--- config.mk ---
export PLATFORM = sky130hd
export DESIGN_NAME = axis_read_sched_flat
export DESIGN_NICKNAME = d
export VERILOG_FILES = /design/src/rtl/axis_read_sched_pkg.sv /design/src/rtl/axis_read_sched_if.sv /design/src/rtl/axis_read_burst_calc.sv /design/src/rtl/axis_read_sched.sv /design/src/flat_wrapper.sv
export SDC_FILE = /design/constraint.sdc
export NUM_CORES = 1
export LEC_CHECK = 0
export CAP_MARGIN = 10
export CORE_UTILIZATION = 40
export CTS_CLUSTER_DIAMETER = 30
export CTS_CLUSTER_SIZE = 20
export DETAILED_ROUTE_END_ITERATION = 10
export GPL_TIMING_DRIVEN = 0
export SLEW_MARGIN = 5
export SYNTH_ARGS = -nofsm -noshare
export SYNTH_HDL_FRONTEND = slang
export SYNTH_HIERARCHICAL = 1
export SYNTH_SLANG_ARGS = --single-unit
--- constraint.sdc ---
create_clock -name clk -period 12.6 [get_ports clk]
set_clock_uncertainty 0.15 [all_clocks]
set_input_delay 3.15 -clock clk [delete_from_list [all_inputs] [get_ports clk]]
set_output_delay 3.15 -clock clk [all_outputs]
set_load 0.005 [all_outputs]
--- src/rtl/axis_read_sched_pkg.sv ---
// Shared encodings for the stream read scheduler: FSM state indices and
// one-hot encoding, AXI INCR burst type and the 4 KB address boundary.
package axis_read_sched_pkg;

  localparam int IDLE       = 0;
  localparam int CONFIG     = 1;
  localparam int CALC       = 2;
  localparam int ADDR       = 3;
  localparam int DRAIN      = 4;
  localparam int NUM_STATES = 5;

  localparam logic [1:0] AXI_BURST_INCR = 2'b01;

  localparam int BOUNDARY_BYTES = 4096;
  localparam int BOUNDARY_BITS  = 12;

  // One-hot: bit position equals the state index above.
  typedef enum logic [NUM_STATES-1:0] {
    ST_IDLE   = 5'b00001,
    ST_CONFIG = 5'b00010,
    ST_CALC   = 5'b00100,
    ST_ADDR   = 5'b01000,
    ST_DRAIN  = 5'b10000
  } state_e;

endpackage

--- src/rtl/axis_read_sched_if.sv ---
// Command, data-channel config and AXI AR/R monitor signals of the read
// scheduler; master is the scheduler side, slave the surrounding system.
interface axis_read_sched_if #(
  parameter int CONFIG_AWIDTH = 32,
  parameter int CONFIG_DWIDTH = 32,
  parameter int AXI_LEN_WIDTH = 8
);
  logic [CONFIG_AWIDTH-1:0] cfg_address;
  logic [CONFIG_DWIDTH-1:0] cfg_length;
  logic                     cfg_valid;
  logic                     cfg_ready;
  logic [CONFIG_DWIDTH-1:0] data_cfg_length;
  logic                     data_cfg_valid;
  logic                     data_cfg_ready;
  logic [CONFIG_AWIDTH-1:0] axi_araddr;
  logic [AXI_LEN_WIDTH-1:0] axi_arlen;
  logic [2:0]               axi_arsize;
  logic [1:0]               axi_arburst;
  logic                     axi_arvalid;
  logic                     axi_arready;
  logic                     axi_rlast;
  logic                     axi_rvalid;
  logic                     axi_rready;
  logic [1:0]               axi_rresp;
  logic                     done;
  logic                     rresp_err;

  modport master (
    input  cfg_address, cfg_length, cfg_valid, data_cfg_ready, axi_arready,
           axi_rlast, axi_rvalid, axi_rready, axi_rresp,
    output cfg_ready, data_cfg_length, data_cfg_valid, axi_araddr, axi_arlen,
           axi_arsize, axi_arburst, axi_arvalid, done, rresp_err
  );

  modport slave (
    output cfg_address, cfg_length, cfg_valid, data_cfg_ready, axi_arready,
           axi_rlast, axi_rvalid, axi_rready, axi_rresp,
    input  cfg_ready, data_cfg_length, data_cfg_valid, axi_araddr, axi_arlen,
           axi_arsize, axi_arburst, axi_arvalid, done, rresp_err
  );
endinterface

--- src/rtl/axis_read_burst_calc.sv ---
// Registered burst size: min(remaining beats, BURST_MAX, beats left before the
// next 4 KB boundary), loaded when calc_i is high.
module axis_read_burst_calc
  import axis_read_sched_pkg::*;
#(
  parameter int REM_WIDTH      = 33,
  parameter int AXI_LEN_WIDTH  = 8,
  parameter int AXI_DATA_WIDTH = 32,
  parameter int BURST_MAX      = 16
) (
  input  logic                     clk,
  input  logic                     rst_n,
  input  logic                     calc_i,
  input  logic [REM_WIDTH-1:0]     remaining_i,
  input  logic [BOUNDARY_BITS-1:0] addr_i,
  output logic [8:0]               burst_o,
  output logic [AXI_LEN_WIDTH-1:0] arlen_o
);

  localparam int BEAT_SHIFT = $clog2(AXI_DATA_WIDTH / 8);
  localparam logic [BOUNDARY_BITS:0] BOUND_FULL = BOUNDARY_BYTES[BOUNDARY_BITS:0];

  logic [BOUNDARY_BITS:0]   to_bound;
  logic [REM_WIDTH-1:0]     bound_ext;
  logic [REM_WIDTH-1:0]     max_ext;
  logic [REM_WIDTH-1:0]     pick;
  logic [8:0]               burst_q;
  logic [AXI_LEN_WIDTH-1:0] arlen_q;

  always_comb begin
    // Address is beat aligned, so the division by bytes-per-beat is exact.
    to_bound  = (BOUND_FULL - {1'b0, addr_i}) >> BEAT_SHIFT;
    bound_ext = REM_WIDTH'(to_bound);
    max_ext   = REM_WIDTH'(BURST_MAX);
    pick      = remaining_i;
    if (max_ext < pick) begin
      pick = max_ext;
    end
    if (bound_ext < pick) begin
      pick = bound_ext;
    end
  end

  always_ff @(posedge clk or negedge rst_n) begin
    if (!rst_n) begin
      burst_q <= '0;
      arlen_q <= '0;
    end else if (calc_i) begin
      burst_q <= 9'(pick);
      arlen_q <= AXI_LEN_WIDTH'(pick - REM_WIDTH'(1));
    end
  end

  assign burst_o = burst_q;
  assign arlen_o = arlen_q;

endmodule

--- src/rtl/axis_read_sched.sv ---
// Stream read scheduler: forwards the command length to the read data channel
// and issues 4 KB-safe AXI INCR read bursts with a bounded in-flight count.
// Optional sticky R error flag under `define AXIS_READ_SCHED_RRESP_EN.
//
// state  | meaning
// IDLE   | cfg_ready high, waiting for a command
// CONFIG | data_cfg_valid high until the read data channel takes the length
// CALC   | burst size registered from remaining beats, address and BURST_MAX
// ADDR   | arvalid offered while in-flight < OUTSTANDING
// DRAIN  | all bursts issued, waiting for the last rlast, then done
module axis_read_sched
  import axis_read_sched_pkg::*;
#(
  parameter int CONFIG_AWIDTH  = 32,
  parameter int CONFIG_DWIDTH  = 32,
  parameter int WIDTH_RATIO    = 16,
  parameter int AXI_LEN_WIDTH  = 8,
  parameter int AXI_DATA_WIDTH = 32,
  parameter int BURST_MAX      = 16,
  parameter int OUTSTANDING    = 4
) (
  input logic               clk,
  input logic               rst_n,
  axis_read_sched_if.master bus
);

  localparam int RW          = CONFIG_DWIDTH + 1;
  localparam int RATIO_SHIFT = $clog2(WIDTH_RATIO);
  localparam int BEAT_SHIFT  = $clog2(AXI_DATA_WIDTH / 8);
  localparam int IW          = $clog2(OUTSTANDING + 1);
  localparam logic [CONFIG_DWIDTH-1:0] RATIO_MASK = CONFIG_DWIDTH'(WIDTH_RATIO - 1);
  localparam logic [IW-1:0]            OUT_MAX    = IW'(OUTSTANDING);

  state_e                   state_q;
  logic [CONFIG_AWIDTH-1:0] addr_q;
  logic [CONFIG_DWIDTH-1:0] length_q;
  logic [RW-1:0]            remaining_q;
  logic [IW-1:0]            inflight_q;
  logic [IW-1:0]            inflight_d;
  logic                     cfg_ready_q;
  logic                     data_cfg_valid_q;
  logic                     arvalid_q;
  logic                     done_q;

  logic [CONFIG_DWIDTH-1:0] len_eff;
  logic [RW-1:0]            beats_d;
  logic                     cfg_hs;
  logic                     ar_hs;
  logic                     dec_ok;
  logic [8:0]               burst;
  logic [AXI_LEN_WIDTH-1:0] arlen;

  always_comb begin
    // A zero length is taken as one word so the command still completes.
    len_eff  = (bus.cfg_length == '0) ? CONFIG_DWIDTH'(1) : bus.cfg_length;
    beats_d  = RW'(len_eff >> RATIO_SHIFT) + RW'(|(len_eff & RATIO_MASK));
    cfg_hs   = cfg_ready_q & bus.cfg_valid;
    ar_hs    = arvalid_q & bus.axi_arready;
    dec_ok   = bus.axi_rvalid & bus.axi_rready & bus.axi_rlast & (inflight_q != '0);
    inflight_d = inflight_q;
    if (ar_hs && !dec_ok) begin
      inflight_d = inflight_q + IW'(1);
    end else if (!ar_hs && dec_ok) begin
      inflight_d = inflight_q - IW'(1);
    end
  end

  axis_read_burst_calc #(
    .REM_WIDTH      (RW),
    .AXI_LEN_WIDTH  (AXI_LEN_WIDTH),
    .AXI_DATA_WIDTH (AXI_DATA_WIDTH),
    .BURST_MAX      (BURST_MAX)
  ) u_burst_calc (
    .clk         (clk),
    .rst_n       (rst_n),
    .calc_i      (state_q == ST_CALC),
    .remaining_i (remaining_q),
    .addr_i      (addr_q[BOUNDARY_BITS-1:0]),
    .burst_o     (burst),
    .arlen_o     (arlen)
  );

  always_ff @(posedge clk or negedge rst_n) begin
    if (!rst_n) begin
      state_q          <= ST_IDLE;
      addr_q           <= '0;
      length_q         <= '0;
      remaining_q      <= '0;
      inflight_q       <= '0;
      cfg_ready_q      <= 1'b1;
      data_cfg_valid_q <= 1'b0;
      arvalid_q        <= 1'b0;
      done_q           <= 1'b0;
    end else begin
      inflight_q <= inflight_d;
      done_q     <= 1'b0;
      unique case (state_q)
        ST_IDLE: begin
          if (cfg_hs) begin
            addr_q           <= bus.cfg_address;
            length_q         <= len_eff;
            remaining_q      <= beats_d;
            cfg_ready_q      <= 1'b0;
            data_cfg_valid_q <= 1'b1;
            state_q          <= ST_CONFIG;
          end
        end
        ST_CONFIG: begin
          if (bus.data_cfg_ready) begin
            data_cfg_valid_q <= 1'b0;
            state_q          <= ST_CALC;
          end
        end
        ST_CALC: begin
          state_q   <= ST_ADDR;
          arvalid_q <= (inflight_d < OUT_MAX);
        end
        ST_ADDR: begin
          // inflight_d only falls while waiting, so a raised arvalid stays up.
          if (ar_hs) begin
            arvalid_q   <= 1'b0;
            addr_q      <= addr_q + (CONFIG_AWIDTH'(burst) << BEAT_SHIFT);
            remaining_q <= remaining_q - RW'(burst);
            state_q     <= (remaining_q == RW'(burst)) ? ST_DRAIN : ST_CALC;
          end else begin
            arvalid_q <= (inflight_d < OUT_MAX);
          end
        end
        ST_DRAIN: begin
          if (inflight_d == '0) begin
            done_q      <= 1'b1;
            cfg_ready_q <= 1'b1;
            state_q     <= ST_IDLE;
          end
        end
        default: begin
          state_q          <= ST_IDLE;
          cfg_ready_q      <= 1'b1;
          data_cfg_valid_q <= 1'b0;
          arvalid_q        <= 1'b0;
        end
      endcase
    end
  end

`ifdef AXIS_READ_SCHED_RRESP_EN
  logic rresp_err_q;

  always_ff @(posedge clk or negedge rst_n) begin
    if (!rst_n) begin
      rresp_err_q <= 1'b0;
    end else if (cfg_hs) begin
      rresp_err_q <= 1'b0;
    end else if (bus.axi_rvalid && bus.axi_rready && (bus.axi_rresp != 2'b00)) begin
      rresp_err_q <= 1'b1;
    end
  end

  assign bus.rresp_err = rresp_err_q;
`else
  assign bus.rresp_err = 1'b0;
`endif

  assign bus.cfg_ready       = cfg_ready_q;
  assign bus.data_cfg_length = length_q;
  assign bus.data_cfg_valid  = data_cfg_valid_q;
  assign bus.axi_araddr      = addr_q;
  assign bus.axi_arlen       = arlen;
  assign bus.axi_arsize      = 3'(BEAT_SHIFT);
  assign bus.axi_arburst     = AXI_BURST_INCR;
  assign bus.axi_arvalid     = arvalid_q;
  assign bus.done            = done_q;

endmodule

--- src/flat_wrapper.sv ---
// flat-port wrapper written by rule: the top's interface ports become plain ports
module axis_read_sched_flat import axis_read_sched_pkg::*;
#(
  parameter int CONFIG_AWIDTH  = 32,
  parameter int CONFIG_DWIDTH  = 32,
  parameter int WIDTH_RATIO    = 16,
  parameter int AXI_LEN_WIDTH  = 8,
  parameter int AXI_DATA_WIDTH = 32,
  parameter int BURST_MAX      = 16,
  parameter int OUTSTANDING    = 4
)
  (clk, rst_n, bus_cfg_address, bus_cfg_length, bus_cfg_valid, bus_data_cfg_ready, bus_axi_arready, bus_axi_rlast, bus_axi_rvalid, bus_axi_rready, bus_axi_rresp, bus_cfg_ready, bus_data_cfg_length, bus_data_cfg_valid, bus_axi_araddr, bus_axi_arlen, bus_axi_arsize, bus_axi_arburst, bus_axi_arvalid, bus_done, bus_rresp_err);
  axis_read_sched_if #(.CONFIG_AWIDTH(CONFIG_AWIDTH), .CONFIG_DWIDTH(CONFIG_DWIDTH), .AXI_LEN_WIDTH(AXI_LEN_WIDTH)) bus_i ();
  input logic clk;
  input logic rst_n;
  input wire logic [$bits(bus_i.cfg_address)-1:0] bus_cfg_address;
  input wire logic [$bits(bus_i.cfg_length)-1:0] bus_cfg_length;
  input wire logic [$bits(bus_i.cfg_valid)-1:0] bus_cfg_valid;
  input wire logic [$bits(bus_i.data_cfg_ready)-1:0] bus_data_cfg_ready;
  input wire logic [$bits(bus_i.axi_arready)-1:0] bus_axi_arready;
  input wire logic [$bits(bus_i.axi_rlast)-1:0] bus_axi_rlast;
  input wire logic [$bits(bus_i.axi_rvalid)-1:0] bus_axi_rvalid;
  input wire logic [$bits(bus_i.axi_rready)-1:0] bus_axi_rready;
  input wire logic [$bits(bus_i.axi_rresp)-1:0] bus_axi_rresp;
  output wire logic [$bits(bus_i.cfg_ready)-1:0] bus_cfg_ready;
  output wire logic [$bits(bus_i.data_cfg_length)-1:0] bus_data_cfg_length;
  output wire logic [$bits(bus_i.data_cfg_valid)-1:0] bus_data_cfg_valid;
  output wire logic [$bits(bus_i.axi_araddr)-1:0] bus_axi_araddr;
  output wire logic [$bits(bus_i.axi_arlen)-1:0] bus_axi_arlen;
  output wire logic [$bits(bus_i.axi_arsize)-1:0] bus_axi_arsize;
  output wire logic [$bits(bus_i.axi_arburst)-1:0] bus_axi_arburst;
  output wire logic [$bits(bus_i.axi_arvalid)-1:0] bus_axi_arvalid;
  output wire logic [$bits(bus_i.done)-1:0] bus_done;
  output wire logic [$bits(bus_i.rresp_err)-1:0] bus_rresp_err;
  assign bus_i.cfg_address = bus_cfg_address;
  assign bus_i.cfg_length = bus_cfg_length;
  assign bus_i.cfg_valid = bus_cfg_valid;
  assign bus_i.data_cfg_ready = bus_data_cfg_ready;
  assign bus_i.axi_arready = bus_axi_arready;
  assign bus_i.axi_rlast = bus_axi_rlast;
  assign bus_i.axi_rvalid = bus_axi_rvalid;
  assign bus_i.axi_rready = bus_axi_rready;
  assign bus_i.axi_rresp = bus_axi_rresp;
  assign bus_cfg_ready = bus_i.cfg_ready;
  assign bus_data_cfg_length = bus_i.data_cfg_length;
  assign bus_data_cfg_valid = bus_i.data_cfg_valid;
  assign bus_axi_araddr = bus_i.axi_araddr;
  assign bus_axi_arlen = bus_i.axi_arlen;
  assign bus_axi_arsize = bus_i.axi_arsize;
  assign bus_axi_arburst = bus_i.axi_arburst;
  assign bus_axi_arvalid = bus_i.axi_arvalid;
  assign bus_done = bus_i.done;
  assign bus_rresp_err = bus_i.rresp_err;
  axis_read_sched #(.CONFIG_AWIDTH(CONFIG_AWIDTH), .CONFIG_DWIDTH(CONFIG_DWIDTH), .WIDTH_RATIO(WIDTH_RATIO), .AXI_LEN_WIDTH(AXI_LEN_WIDTH), .AXI_DATA_WIDTH(AXI_DATA_WIDTH), .BURST_MAX(BURST_MAX), .OUTSTANDING(OUTSTANDING)) u_core (.clk(clk), .rst_n(rst_n), .bus(bus_i));
endmodule
# [After elaboration in Yosys (flattened, before gate mapping)]
# Cells that the tools add are included.
[totals] reg_bits=126
[op_classes] magnitude_cmp=3 n_bitwise=7 n_eq_ne=10 n_mux=27 addsub=7 reduce_logical=17
[ops] cell="$mux W33" count=3
[ops] cell="$mux W32" count=3
[ops] cell="$pmux W33 S2" count=1
[ops] cell="$pmux W32 S2" count=1
[ops] cell="$eq A33 B9 Y1" count=1
[ops] cell="$lt A11 B33 Y1" count=1
[ops] cell="$lt A5 B33 Y1 const A" count=1
[ops] cell="$sub A33 B9 Y33" count=1
[ops] cell="$add A32 B11 Y32" count=1
[ops] cell="$logic_not A32 Y1" count=1
[ops] cell="$add A28 B1 Y29" count=1
[ops] cell="$mux W5" count=5
[ops] cell="$pmux W5 S5" count=1
[ops] cell="$sub A13 B12 Y13 const A" count=1
[ops] cell="$mux W9" count=1
[ops] cell="$pmux W1 S3" count=3
[ops] cell="$reduce_and A3 Y1" count=3
[ops] cell="$reduce_or A3 Y1" count=3
[ops] cell="$sub A8 B1 Y8 const B" count=1
[ops] cell="$mux W1" count=7
[ops] cell="$mux W3" count=2
[ops] cell="$ne A2 B1 Y1 const B" count=3
[ops] cell="$and A1 B1 Y1" count=5
[ops] cell="$eq A5 B1 Y1 const B" count=1
[ops] cell="17 further kinds" count=20

# [Depth between registers and ports, before layout]
# Gate-level depths: netlist (run 1).
[logic_depth] word_depth=9 depth_mapped=19

# [Cells and area by module]
# The synthesis (run 1) kept the hierarchy.
[modules_own_cells] mod="axis_read_sched" cells_each=841 area_each_um2=7061.8 instances=1
[modules_own_cells] mod="axis_read_burst_calc" cells_each=181 area_each_um2=1493.9 instances=1

# [Worst setup path after synthesis (run 1)]
# Ideal clock, no wire load.
[synth_timing] kind="input-to-reg" startpoint="in bus_cfg_length[11]" endpoint="reg u_core.remaining_q[14]" cell_stages=12 arrival_time_ps=5215 setup_ps=124 required_time_ps=12326 n_path_buf=1 setup_slack_ps=7111 path_cell_list="clkbuf_1 > nor4_1 > nand4_1 > o21ai_0 > ha_1 > ha_1 > nand3_1 > nor3_1 > nand4_1 > xnor2_1 > a32oi_1 > nand2_1"
[synth_via] elab_chain_len=6
[synth_rtl] element="start, declared" line_no="flat_wrapper.sv:17" source="input wire logic [$bits(bus_i.cfg_length)-1:0] bus_cfg_length;"
[synth_rtl] element="$logic_not A32 Y1" line_no="axis_read_sched.sv:55" source="len_eff = (bus.cfg_length == '0) ? CONFIG_DWIDTH'(1) : bus.cfg_length;"
[synth_rtl] element="$mux W32 (*)" line_no="axis_read_sched.sv:55"
[synth_rtl] element="$reduce_or A4 Y1" line_no="axis_read_sched.sv:56" source="beats_d = RW'(len_eff >> RATIO_SHIFT) + RW'(|(len_eff & RATIO_MASK));"
[synth_rtl] element="$add A28 B1 Y29 (*)" line_no="axis_read_sched.sv:56"
[synth_rtl] element="$mux W33 (*)" line_no="axis_read_sched.sv:99" source="if (cfg_hs) begin"
[synth_rtl] element="$pmux W33 S2 (*)" line_no="axis_read_sched.sv:97" source="unique case (state_q)"
[synth_rtl] element="end signal, assigned" line_no="axis_read_sched.sv:102" source="remaining_q <= beats_d;"
[synth_rtl] element="end signal, assigned" line_no="axis_read_sched.sv:123" source="remaining_q <= remaining_q - RW'(burst);"
[synth_rtl] element="end, declared" line_no="axis_read_sched.sv:37" source="logic [RW-1:0] remaining_q;"
# Every way passes the cells marked *; elsewhere a longest branch is shown, timed or not. The select of a mux whose other input is x is not followed.
# A chain may end at the register's enable or synchronous reset.

# [Worst setup path after layout (run 1)]
[layout_timing] startpoint="in bus_axi_arready" endpoint="reg u_core.addr_q[9] (netlist: u_core/bus.axi_araddr[9])"
[layout_via] elab_chain_len=3
[layout_rtl] element="start, declared" line_no="flat_wrapper.sv:20" source="input wire logic [$bits(bus_i.axi_arready)-1:0] bus_axi_arready;"
[layout_rtl] element="$and A1 B1 Y1" line_no="axis_read_sched.sv:58" source="ar_hs = arvalid_q & bus.axi_arready;"
[layout_rtl] element="$ne A2 B1 Y1 (no line)"
[layout_rtl] element="$reduce_and A3 Y1 (no line)"
[layout_rtl] element="end signal, assigned" line_no="axis_read_sched.sv:100" source="addr_q <= bus.cfg_address;"
[layout_rtl] element="end signal, assigned" line_no="axis_read_sched.sv:122" source="addr_q <= addr_q + (CONFIG_AWIDTH'(burst) << BEAT_SHIFT);"
[layout_rtl] element="end, declared" line_no="axis_read_sched.sv:35" source="logic [CONFIG_AWIDTH-1:0] addr_q;"
# No other way between the ends.

==> summary.md, run 1 <==
| Metric | Value |
|---|---|
| F_max | 0.160 GHz |
| Synth Area in Adders | 0.0559 |
| Clk_lat worst skew | 430 ps |
| TNS Setup | 0 ps |
| Data required, critical path | 12730 ps |
| Iteration count of the initial detailed-routing pass | 5 |
| GPL Wtd Cong | 0.896 |
| Mux contribution to synthesized area | 0.0171 |
| R2r worst-path depth | 17 |
| Critical Path AT | 6390 ps |
| Area growth from synthesis to layout | 28.9% |
| VDD IR max | 0.000105 V |
| CTS root buf | clkbuf_16 |
| RSZ-0062 raised after global routing | no |
| Reg2reg start | u_core/bus.axi_araddr[3]$_DFFE_PN0P_ |
| GR Util All Layers | 0.271 |
| Via count | 8595 |
| CP Launch Point | bus_axi_arready |
| Slew @ Worst Pin | between 900 and 1000 ps |
| Initial antenna violation count | 0 |
| Pin count of the biggest net entering global routing | 85 |
| Crit path buf inv count | 3 |
| H-tree Lvls | 4 |
| Hold buffers post-CTS | 0 |
| Fin util | 0.525 |
| Final wirelength | between 20000 and 30000 µm |
| Die extent in y | approximately 150 µm |
| # setup viols final | 0 |
| Fin crit period | between 6000 and 7000 ps |
| Diode count | 0 |
| Worst Setup End Kind | flop |
| Area contributors post-synth | dfrtp_1 36%, nand2_1 7.4%, ha_1 5.1%, nor2_1 3.7%, a21oi_1 3.4% |
| CP max stage cell | nor3_2 |
| Clock tree buffer depth | 2 |
| Mapped cell area | between 0.008 and 0.009 mm² |
| Status | complete, no violations |
| First-pass GRT wire length | 45700 µm |
| I/O Buffers | about 140 |
| Synth cell types | 87 |
| Cts bufs inserted | 17 |
| GR Overflow Total | 0 |
| Clock-pin slew on the worst setup and hold paths | 60 ps |
| Post-synth ARST share | 1.00 |
| # nets final | 1305 |
| Largest family of logic cells by synthesized area | simple AND/OR/NAND/NOR gates |
| Worst R2R End | u_core/u_burst_calc/arlen_o[6]$_DFFE_PN0P_ |
| Drt initial violations | around 610 |
| Die area | between 0.02 and 0.025 mm² |
| Slew Limit Fails | 0 |
| Remaining DRCs | 0 |
| Compound-Gate Fraction of Synth Area | 0.197 |
| Synth Instances | 1022 |
| Cell row count | 53 |
| Vias in the first global route | just over 8000 |
| Critical path depth | 8 |
| Crit path max fanout | 10 |
| Top cell family by delay on the critical path | simple AND/OR/NAND/NOR gates |
| Slew HR | 0.353 |
| CTS tree | yes |
| CTS sink count | 126 |
| Post-placement cell count | 1450 |
| Area leader, netlist | dfrtp_1 |
| Synth warnings | 6 |
| Finished Layout Cells | 1480 |
| Synth Area in XOR/XNOR | 0.0521 |
| Post-synth EDFFs | 0 |
| Worst-path cell chain | clkdlybuf4s50_1 > nand2_1 > nor3_2 > nor2_1 > clkbuf_1 > clkbuf_1 > a22oi_1 > o21ai_0 |
| Hold/Removal Path Class | reg2reg |
| Synth top area share | 0.363 |
| PwrDens | ~240 mW/mm² |
| Simple-gate share of the synthesized area | 0.269 |
| Mapped Avg Cell Area | 8.37 µm² |
| Sequential share of the synthesized area | 0.369 |
| Seq cells post-synth | about 130 |
| Core Area | 0.0210 mm² |
| HPWL after detailed placement | 21600 µm |
| Setup bufs post-CTS | 0 |
| Die Wd | 148 µm |
| Layout cells sized above 1 | 0.0622 |
| Final Cycle Share | 0.496 |
| R2R setup slack | 6950 ps |
| Tot Pwr | 0.00264 W |
| Worst setup path category | in2reg |
| Routed Antenna Nets | 0 |
| Critical path endpoint | u_core/bus.axi_araddr[9]$_DFFE_PN0P_ |
| Startpoint Class | input port |
| Leakage | 4.52 nW |
| Post-CTS sizing | 0 |
| IO Pins | 156 |
| Most frequent CP cell | clkbuf_1 |
| Wire per inst | just under 20 µm |
| DR vias/cell | 5.81 |
| Crit path largest cell delay | between 800 and 900 ps |
| Max-cap violations | 0 |
| Hold Vio Cnt, Final | 0 |
| Initial Utilization | 0.407 |
| Synth Flop Type | dfrtp_1 |
## power by group
group | internal, W | switching (W) | total [W]
clock network | 0.000352 | 0.000182 | 0.000533
registers | 0.000584 | 0.000220 | 0.000804
logic | 0.000610 | 0.000693 | 0.00130
## synth_stat cells, drive strengths merged, types with 11 or more instances
library cell	instances
and3	13
clkbuf	41
buf	13
nand4	24
dfrtp	124
a211oi	12
nand2	168
ha	35
or3	21
nor3	24
and2	11
o21ai	50
xor2	17
nand3	37
a31oi	17
xnor2	33
nor4	29
a21oi	59
inv	27
nor2	87
o211ai	15
## layer usage
| metal | part of all wire | vias up | global-route usage |
|---|---|---|---|
| met3 | 0.066 | 35 | 0.0601 |
| met5 | 0 | - | 0 |
| met1 | 0.46 | 4152 | 0.378 |
| li1 | - | 4091 | - |
| met2 | 0.45 | 317 | 0.417 |
| met4 | 0.019 | 0 | 0.0851 |
## kinds of logic (layout without fill, tap and decap cells)
| logic type | count (synthesis) | after routing |
|---|---|---|
| buf+inv | 81 | 255 |
| xor+xnor | 50 | 50 |
| other cells | 3 | 12 |
| mux | 14 | 14 |
| simple gates | 461 | 461 |
| flops | 126 | 126 |
| compound gates | 250 | 250 |
| fa+ha+maj | 37 | 37 |
## registers in the layout, summed over array words and instances, names as in the netlist
register and flops:
u_core/u_burst_calc/arlen_o 8, u_core/bus.axi_arvalid 1, u_core/remaining_q 33, u_core/u_burst_calc/burst_o 9
u_core/bus.cfg_ready 1, u_core/bus.data_cfg_length 32, u_core/bus.data_cfg_valid 1, u_core/bus.axi_araddr 32
u_core/inflight_q 3, u_core/bus.done 1, u_core/state_q 5
## worst min-delay path: cells and delay by family, from the launching register on
family | cells | cell delay [ps]
flip-flops | 1 | 340
AND/OR/NAND/NOR | 2 | 100
## layout by cell type (no fill, tap or decap), types with 23 or more instances in the layout
| cell type | count |
|---|---|
| dfrtp_1 | 124 |
| o21ai_0 | 49 |
| clkbuf_1 | 42 |
| nand3_1 | 37 |
| a21oi_1 | 58 |
| xnor2_1 | 33 |
| nor4_1 | 24 |
| clkdlybuf4s50_1 | 142 |
| nor3_1 | 23 |
| inv_1 | 27 |
| nand4_1 | 24 |
| ha_1 | 35 |
| nand2_1 | 168 |
| nor2_1 | 85 |
## through the flow
step | hold WS [ps] | instance area (µm²) | setup slack (ps)
floorplan | 313 | 8590 | 7110
global placement | 301 | 10400 | 2760
detailed placement | 307 | 10400 | 5960
CTS | 319 | 11000 | 6390
global route | 351 | 11000 | 6170
finish | 320 | 11000 | 6350
## how the worst min path moves through the flow
stage	slack, ps	cells after the start	from	end
floorplan	310	2	u_core/bus.data_cfg_length[0]$_DFFE_PN0P_	u_core/bus.data_cfg_length[0]$_DFFE_PN0P_
global placement	300	2	u_core/bus.data_cfg_length[0]$_DFFE_PN0P_	u_core/bus.data_cfg_length[0]$_DFFE_PN0P_
detailed placement	310	2	u_core/bus.data_cfg_length[0]$_DFFE_PN0P_	u_core/bus.data_cfg_length[0]$_DFFE_PN0P_
CTS	320	2	u_core/bus.data_cfg_length[0]$_DFFE_PN0P_	u_core/bus.data_cfg_length[0]$_DFFE_PN0P_
global route	350	2	u_core/bus.data_cfg_length[28]$_DFFE_PN0P_	u_core/bus.data_cfg_length[28]$_DFFE_PN0P_
finish	320	2	u_core/bus.data_cfg_length[0]$_DFFE_PN0P_	u_core/bus.data_cfg_length[0]$_DFFE_PN0P_
## final cells by class
class                   instances  area (µm²)
plain buffers                  54         235
flip-flops and latches        126        3160
inverters                      27         101
well taps                     275         344
clock buffers                  26         539
clock inverters                 4        97.6
fillers                      2036        9990
multi-input cells             824        5100
repair buffers                144        1460
No activity file was read; power rests on OpenSTA's default activity.
==> run 2: changes to the inputs <==
Settings changed: PLACE_DENSITY set to 0.66.
Clock period 12.6 ns to 5.6 ns, I/O delays scaled along.
==> run 2 against run 1 <==
Against the previous run: utilization about the same; routed wire length up 0.66%; count of clock-buffer cells in the layout decreased by 9.
==> summary.md, run 2 (synthesized netlist as in run 1, its figures left out) <==
| Metric | Value |
|---|---|
| GPL Wtd Cong | 0.927 (+3.4%) |
| Most common cell after layout, fill and taps aside | nand2_1 |
| Reg2reg start | u_core/bus.axi_araddr[3]$_DFFE_PN0P_ |
| First-pass GRT wire length | 46000 µm (+0.67%) |
| GR Overflow Total | 0 (unchanged) |
| Worst setup path category | reg2reg |
| Initial antenna violation count | 1 (+1) |
| Data required, critical path | 5770 ps (-6960 ps) |
| Hold Path Depth | 2 (unchanged) |
| Clock-pin slew on the worst setup and hold paths | 70 ps (about the same) |
| Hold_ws | 330 ps (+9.91 ps) |
| CTS tree | yes |
| Diode count | 0 (unchanged) |
| Startpoint Class | flop |
| Final wirelength | 29300 µm (+0.66%) |
| # setup viols final | 0 (unchanged) |
| Vias in the first global route | 8323 (+3.3%) |
| Worst R2R End | u_core/u_burst_calc/arlen_o[6]$_DFFE_PN0P_ |
| Hold Crit Start | u_core/bus.data_cfg_length[0]$_DFFE_PN0P_ |
| H-tree Lvls | 4 (unchanged) |
| Remaining DRCs | 0 (unchanged) |
| Fin util | 0.525 (about the same) |
| # nets final | 1307 (+0.15%) |
| VDD IR max | 0.000249 V (+140%) |
| Drt initial violations | 808 (+32%) |
| IO Pins | 156 (unchanged) |
| WHS Endpoint | u_core/bus.data_cfg_length[0]$_DFFE_PN0P_ |
| Die area | 0.0220 mm² (unchanged) |
| Slew Limit Fails | 0 (unchanged) |
| R2r worst-path depth | 17 (unchanged) |
| Max-cap violations | 0 (unchanged) |
| Crit path max fanout | 8 (-2) |
| Hold Vio Cnt, Final | 0 (unchanged) |
| Tot Pwr | 0.00594 W (+130%) |
| Routed Antenna Nets | 0 (unchanged) |
| DR vias/cell | 5.94 (+2.3%) |
| CTS sink count | 126 (unchanged) |
| Status | complete, no violations |
| CTS root buf | clkbuf_16 |
| Cts bufs inserted | 17 (unchanged) |
| HPWL after detailed placement | 21500 µm (-0.29%) |
| Worst Setup End Kind | flop |
| Die Wd | 148 µm (unchanged) |
| Max reg flops | 33 (unchanged) |
| Clk_lat worst skew | 420 ps (about the same) |
| F_max | 0.189 GHz |
| Pin count of the biggest net entering global routing | 69 (-19%) |
| Wire per inst | 19.8 µm (+0.39%) |
| PwrDens | 538 mW/mm² (+130%) |
| Die extent in y | 148 µm (unchanged) |
| Initial Utilization | 0.407 (unchanged) |
| DP Worst Slack | 105 ps (-5850 ps) |
| Leakage | 4.50 nW (-0.52%) |
| Clock tree buffer depth | 2 (unchanged) |
| Hold/Removal Path Class | reg2reg |
| Cell row count | 53 (unchanged) |
| Area growth from synthesis to layout | 29.0% (about the same) |
| I/O Buffers | 143 (unchanged) |
| Core Area | 0.0210 mm² (unchanged) |
| Iteration count of the initial detailed-routing pass | 5 (unchanged) |
| Commonest cells after routing, fill and taps aside | 168 x nand2_1, 142 x clkdlybuf4s50_1, 124 x dfrtp_1 |
| Final Cycle Share | 0.945 |
| TNS Setup | 0 ps (unchanged) |
| Setup ws final | 305 ps (-6040 ps) |
| Largest Register | u_core/remaining_q |
| Slew HR | 0.307 (-0.0458) |
| Fill cells | 2002 (-1.7%) |
| R2R setup slack | 310 ps (-6640 ps) |
| Fin crit period | roughly 5300 ps |
| Layout cells sized above 1 | 0.0687 (+0.00641) |
| Via count | 8817 (+2.6%) |
| Critical Path AT | 5460 ps (-930 ps) |
| Slew @ Worst Pin | 1030 ps (+68.2 ps) |
| GR Util All Layers | 0.271 (about the same) |
run 2: cell count changes in the layout (fill, tap and decap cells not counted):
| cell | before | now |
|---|---|---|
| mux2i_1 | 9 | 8 |
| o31ai_2 | 0 | 1 |
| mux2i_2 | 0 | 1 |
| clkinvlp_4 | 1 | 7 |
| o31ai_1 | 5 | 4 |
| inv_6 | 0 | 4 |
| o21ai_1 | 1 | 0 |
| o21ai_2 | 0 | 1 |
| buf_4 | 6 | 8 |
| clkbuf_1 | 42 | 41 |
| clkinv_4 | 0 | 1 |
| clkbuf_8 | 8 | 0 |
run 2: per-layer routing:
| layer | up-vias | track usage | routed length, µm |
|---|---|---|---|
| li1 | 4096 | - | - |
| met3 | 48 | 0.0601 | 2440 |
| met1 | 4265 | 0.363 | 12700 |
| met2 | 408 | 0.431 | 13600 |
| met4 | 0 | 0.0928 | 574 |
| met5 | - | 0 | 0 |
run 2: how the worst max path moves through the flow:
stage / startpoint / to / slack [ps] / cells past startpoint
floorplan: u_core/bus.axi_araddr[3]$_DFFE_PN0P_ / u_core/u_burst_calc/arlen_o[6]$_DFFE_PN0P_ / 810 / 17
global placement: rst_n / u_core/bus.data_cfg_length[2]$_DFFE_PN0P_ / -2350 / 1
global route: u_core/bus.axi_araddr[3]$_DFFE_PN0P_ / u_core/u_burst_calc/arlen_o[6]$_DFFE_PN0P_ / -0.4 / 17
finish: u_core/bus.axi_araddr[3]$_DFFE_PN0P_ / u_core/u_burst_calc/arlen_o[6]$_DFFE_PN0P_ / 310 / 17
detailed placement: u_core/bus.axi_araddr[3]$_DFFE_PN0P_ / u_core/u_burst_calc/arlen_o[6]$_DFFE_PN0P_ / 110 / 17
CTS: u_core/bus.axi_araddr[3]$_DFFE_PN0P_ / u_core/u_burst_calc/arlen_o[6]$_DFFE_PN0P_ / 70 / 17
run 2: where the power goes:
part	total (W)	switching [W]	internal [W]	leakage, nW
Combinational	0.00296	0.00157	0.00138	2.72
Clock	0.00117	0.000460	0.000706	0.275
Sequential	0.00182	0.000503	0.00131	1.51
run 2: what timing repair did:
action / 4_1_cts / 5_1_grt
gates resized for setup: 0 / 3
setup buffers: 0 / 2
hold buffers: 0 / 0
endpoints found under the setup margin: 0 / 3
run 2: layout make-up:
cell class / instances / area (µm²) / area share
flip-flops and latches: 126 / 3160 / 0.286
well taps: 275 / 344 / 0.0312
clock inverters: 15 / 186 / 0.0169
clock buffers: 17 / 425 / 0.0386
multi-input cells: 824 / 5110 / 0.463
inverters: 27 / 101 / 0.00919
repair buffers: 146 / 1480 / 0.134
plain buffers: 54 / 235 / 0.0213
run 2: critical path, stage by stage (launching register included):
cell      delay, ps
dfrtp_1         510
or4_4           630
or4_1           410
buf_2           170
or3_1           320
buf_6           140
o31a_2          270
nor2_1          110
ha_1            240
o21a_1          220
a31oi_1         350
o21ai_2         210
mux2i_2         310
ha_1            310
inv_1           130
nor4_1          280
nor3_1          130
a221oi_1        300
run 2: metrics by stage:
stage               cells  instance area (µm²)
detailed placement   1450                10400
floorplan            1031                 8590
global placement     1449                10400
finish               1484                11000
CTS                  1482                11000
global route         1484                11000
==> run 3: changes to the inputs <==
Settings changed: CTS_BUF_LIST set to sky130_fd_sc_hd__clkbuf_4 sky130_fd_sc_hd__clkbuf_8, PLACE_DENSITY 0.66 to 0.7.
==> run 3 against run 2 <==
Against the previous run: register-to-register slack better by 110 ps; flip-flop and latch count stayed put; total power is 6.9% lower; utilization is 1.1 points lower; first-iteration DRC count is 8.7% lower; setup slack better by 110 ps; largest power group unchanged.
==> summary.md, run 3 (synthesized netlist as in run 1, its figures left out) <==
| Metric | Value |
|---|---|
| Status | complete, no violations |
| Initial Utilization | 0.407 (unchanged) |
| Cell row count | 53 (unchanged) |
| Leakage | 4.39 nW (-2.3%) |
| Fin crit period | 5190 ps (-107 ps) |
| Clk_lat worst skew | 460 ps (+40 ps) |
| Data required, critical path | 5810 ps (+40 ps) |
| First-pass GRT wire length | 44200 µm (-3.8%) |
| Iteration count of the initial detailed-routing pass | 8 (+3) |
| IO Pins | 156 (unchanged) |
| Die extent in y | 148 µm (unchanged) |
| Final wirelength | 28100 µm (-4.0%) |
| F_max | 0.193 GHz (+2.1%) |
| Post-placement cell count | 1450 (unchanged) |
| Most common cell after layout, fill and taps aside | nand2_1 |
| Drt initial violations | 738 (-8.7%) |
| Worst Setup End Kind | flop |
| Vias in the first global route | 8239 (-1.0%) |
| Die area | 0.0220 mm² (unchanged) |
| PwrDens | 512 mW/mm² (-5.0%) |
| Initial antenna violation count | 0 (-1) |
| CTS root buf | clkbuf_8 |
| Max reg flops | 33 (unchanged) |
| Wire per inst | 19.0 µm (-3.9%) |
| Diode count | 0 (unchanged) |
| Layout cells sized above 1 | 0.0679 (-0.000715) |
| TNS Setup | 0 ps (unchanged) |
| RSZ-0062 raised after global routing | no |
| Core Area | 0.0210 mm² (unchanged) |
| I/O Buffers | 143 (unchanged) |
| CP Launch Point | u_core/bus.axi_araddr[3]$_DFFE_PN0P_ |
| Die Wd | 148 µm (unchanged) |
| Largest Register | u_core/remaining_q |
| Slew Limit Fails | 0 (unchanged) |
| WHS Endpoint | u_core/bus.data_cfg_length[30]$_DFFE_PN0P_ |
| CTS sink count | 126 (unchanged) |
| Setup ws final | 412 ps (+107 ps) |
| Commonest cells after routing, fill and taps aside | 168 x nand2_1, 142 x clkdlybuf4s50_1, 124 x dfrtp_1 |
| Hold Crit Start | u_core/bus.data_cfg_length[30]$_DFFE_PN0P_ |
| HPWL after detailed placement | 20800 µm (-3.1%) |
| Hold/Removal Path Class | reg2reg |
| Slew HR | 0.205 (-0.103) |
| Area growth from synthesis to layout | 26.3% |
| R2r worst-path depth | 17 (unchanged) |
| R2R setup slack | 410 ps (+110 ps) |
| Hold Path Depth | 2 (unchanged) |
| GR Util All Layers | 0.260 (-0.0112) |
| CTS tree | yes |
| Remaining DRCs | 0 (unchanged) |
| Pin count of the biggest net entering global routing | 86 (+25%) |
| Startpoint Class | flop |
| DP Worst Slack | 213 ps (+108 ps) |
| # nets final | 1305 (-0.15%) |
| Worst setup path category | reg2reg |
| Finished Layout Cells | 1482 (-0.13%) |
| Crit path max fanout | 8 (unchanged) |
| GR Overflow Total | 0 (unchanged) |
| Reg2reg start | u_core/bus.axi_araddr[3]$_DFFE_PN0P_ |
| Clock-pin slew on the worst setup and hold paths | 90 ps (+20 ps) |
| H-tree Lvls | 4 (unchanged) |
| # setup viols final | 0 (unchanged) |
| Clock tree buffer depth | 2 (unchanged) |
| Setup bufs post-CTS | 0 (unchanged) |
| VDD IR max | 0.000224 V (-10%) |
| Worst R2R End | u_core/u_burst_calc/arlen_o[6]$_DFFE_PN0P_ |
| Max-cap violations | 0 (unchanged) |
| Routed Antenna Nets | 0 (unchanged) |
| Fill cells | 1979 (-1.1%) |
| Hold Vio Cnt, Final | 0 (unchanged) |
| Critical Path AT | 5400 ps (-60 ps) |
| GPL Wtd Cong | 0.924 (-0.29%) |
| Final Cycle Share | 0.926 (-0.0191) |
| Slew @ Worst Pin | 1180 ps (+153 ps) |
| DR vias/cell | 5.88 (-0.99%) |
| Cts bufs inserted | 17 (unchanged) |
| Via count | 8718 (-1.1%) |
[run 3: layout make-up]
| class | count | area, µm² | share of cell area |
|---|---|---|---|
| Tap cell | 275 | 344 | 0.0318 |
| Clock buffer | 17 | 234 | 0.0217 |
| Buffer | 54 | 235 | 0.0218 |
| Sequential cell | 126 | 3160 | 0.292 |
| Clock inverter | 15 | 149 | 0.0138 |
| Multi-Input combinational cell | 824 | 5130 | 0.474 |
| Inverter | 27 | 101 | 0.00938 |
| Timing Repair Buffer | 144 | 1460 | 0.135 |
[run 3: worst max-delay path by stage]
stage / slack, ps / endpoint
CTS: 180 / u_core/u_burst_calc/arlen_o[6]$_DFFE_PN0P_
detailed placement: 210 / u_core/u_burst_calc/arlen_o[6]$_DFFE_PN0P_
global route: 60 / u_core/u_burst_calc/arlen_o[6]$_DFFE_PN0P_
floorplan: 810 / u_core/u_burst_calc/arlen_o[6]$_DFFE_PN0P_
global placement: -2340 / u_core/bus.data_cfg_length[1]$_DFFE_PN0P_
finish: 410 / u_core/u_burst_calc/arlen_o[6]$_DFFE_PN0P_
[run 3: repair_timing]
item                       in CTS  in global routing
hold buffers                    0                  0
setup endpoints to repair       0                  3
resized for setup               0                  5
[run 3: power by group]
group          switching, W  internal (W)
registers          0.000498       0.00131
clock network      0.000433      0.000363
logic               0.00155       0.00138
[run 3: critical path: stages, from the launching register on]
cell and delay (ps):
dfrtp_1 520, or4_4 620, or4_1 400, buf_2 170, or3_1 330, buf_6 150, o31a_2 280, nor2_1 120
ha_1 240, o21a_1 220, a31oi_2 310, o21ai_4 150, mux2_2 310, ha_1 260, inv_1 130, nor4_1 290
nor3_1 130, a221oi_1 280
[run 3: metrics by stage]
step / utilization / hold WS (ps) / instance area, µm² / total power (W)
after floorplan: - / 313 / 8590 / 0.00347
after global placement: 0.493 / 307 / 10400 / 0.00462
after detailed placement: 0.494 / 312 / 10400 / 0.00467
after CTS: 0.513 / 341 / 10800 / 0.00549
after global routing: 0.514 / 356 / 10800 / 0.00593
final: 0.514 / 335 / 10800 / 0.00553
[run 3: per-layer routing]
metal | global-route usage | up-vias | part of all wire
met1 | 0.348 | 4148 | 0.43
met3 | 0.0540 | 55 | 0.085
met5 | 0 | - | 0
li1 | - | 4093 | -
met4 | 0.0954 | 0 | 0.027
met2 | 0.413 | 422 | 0.45
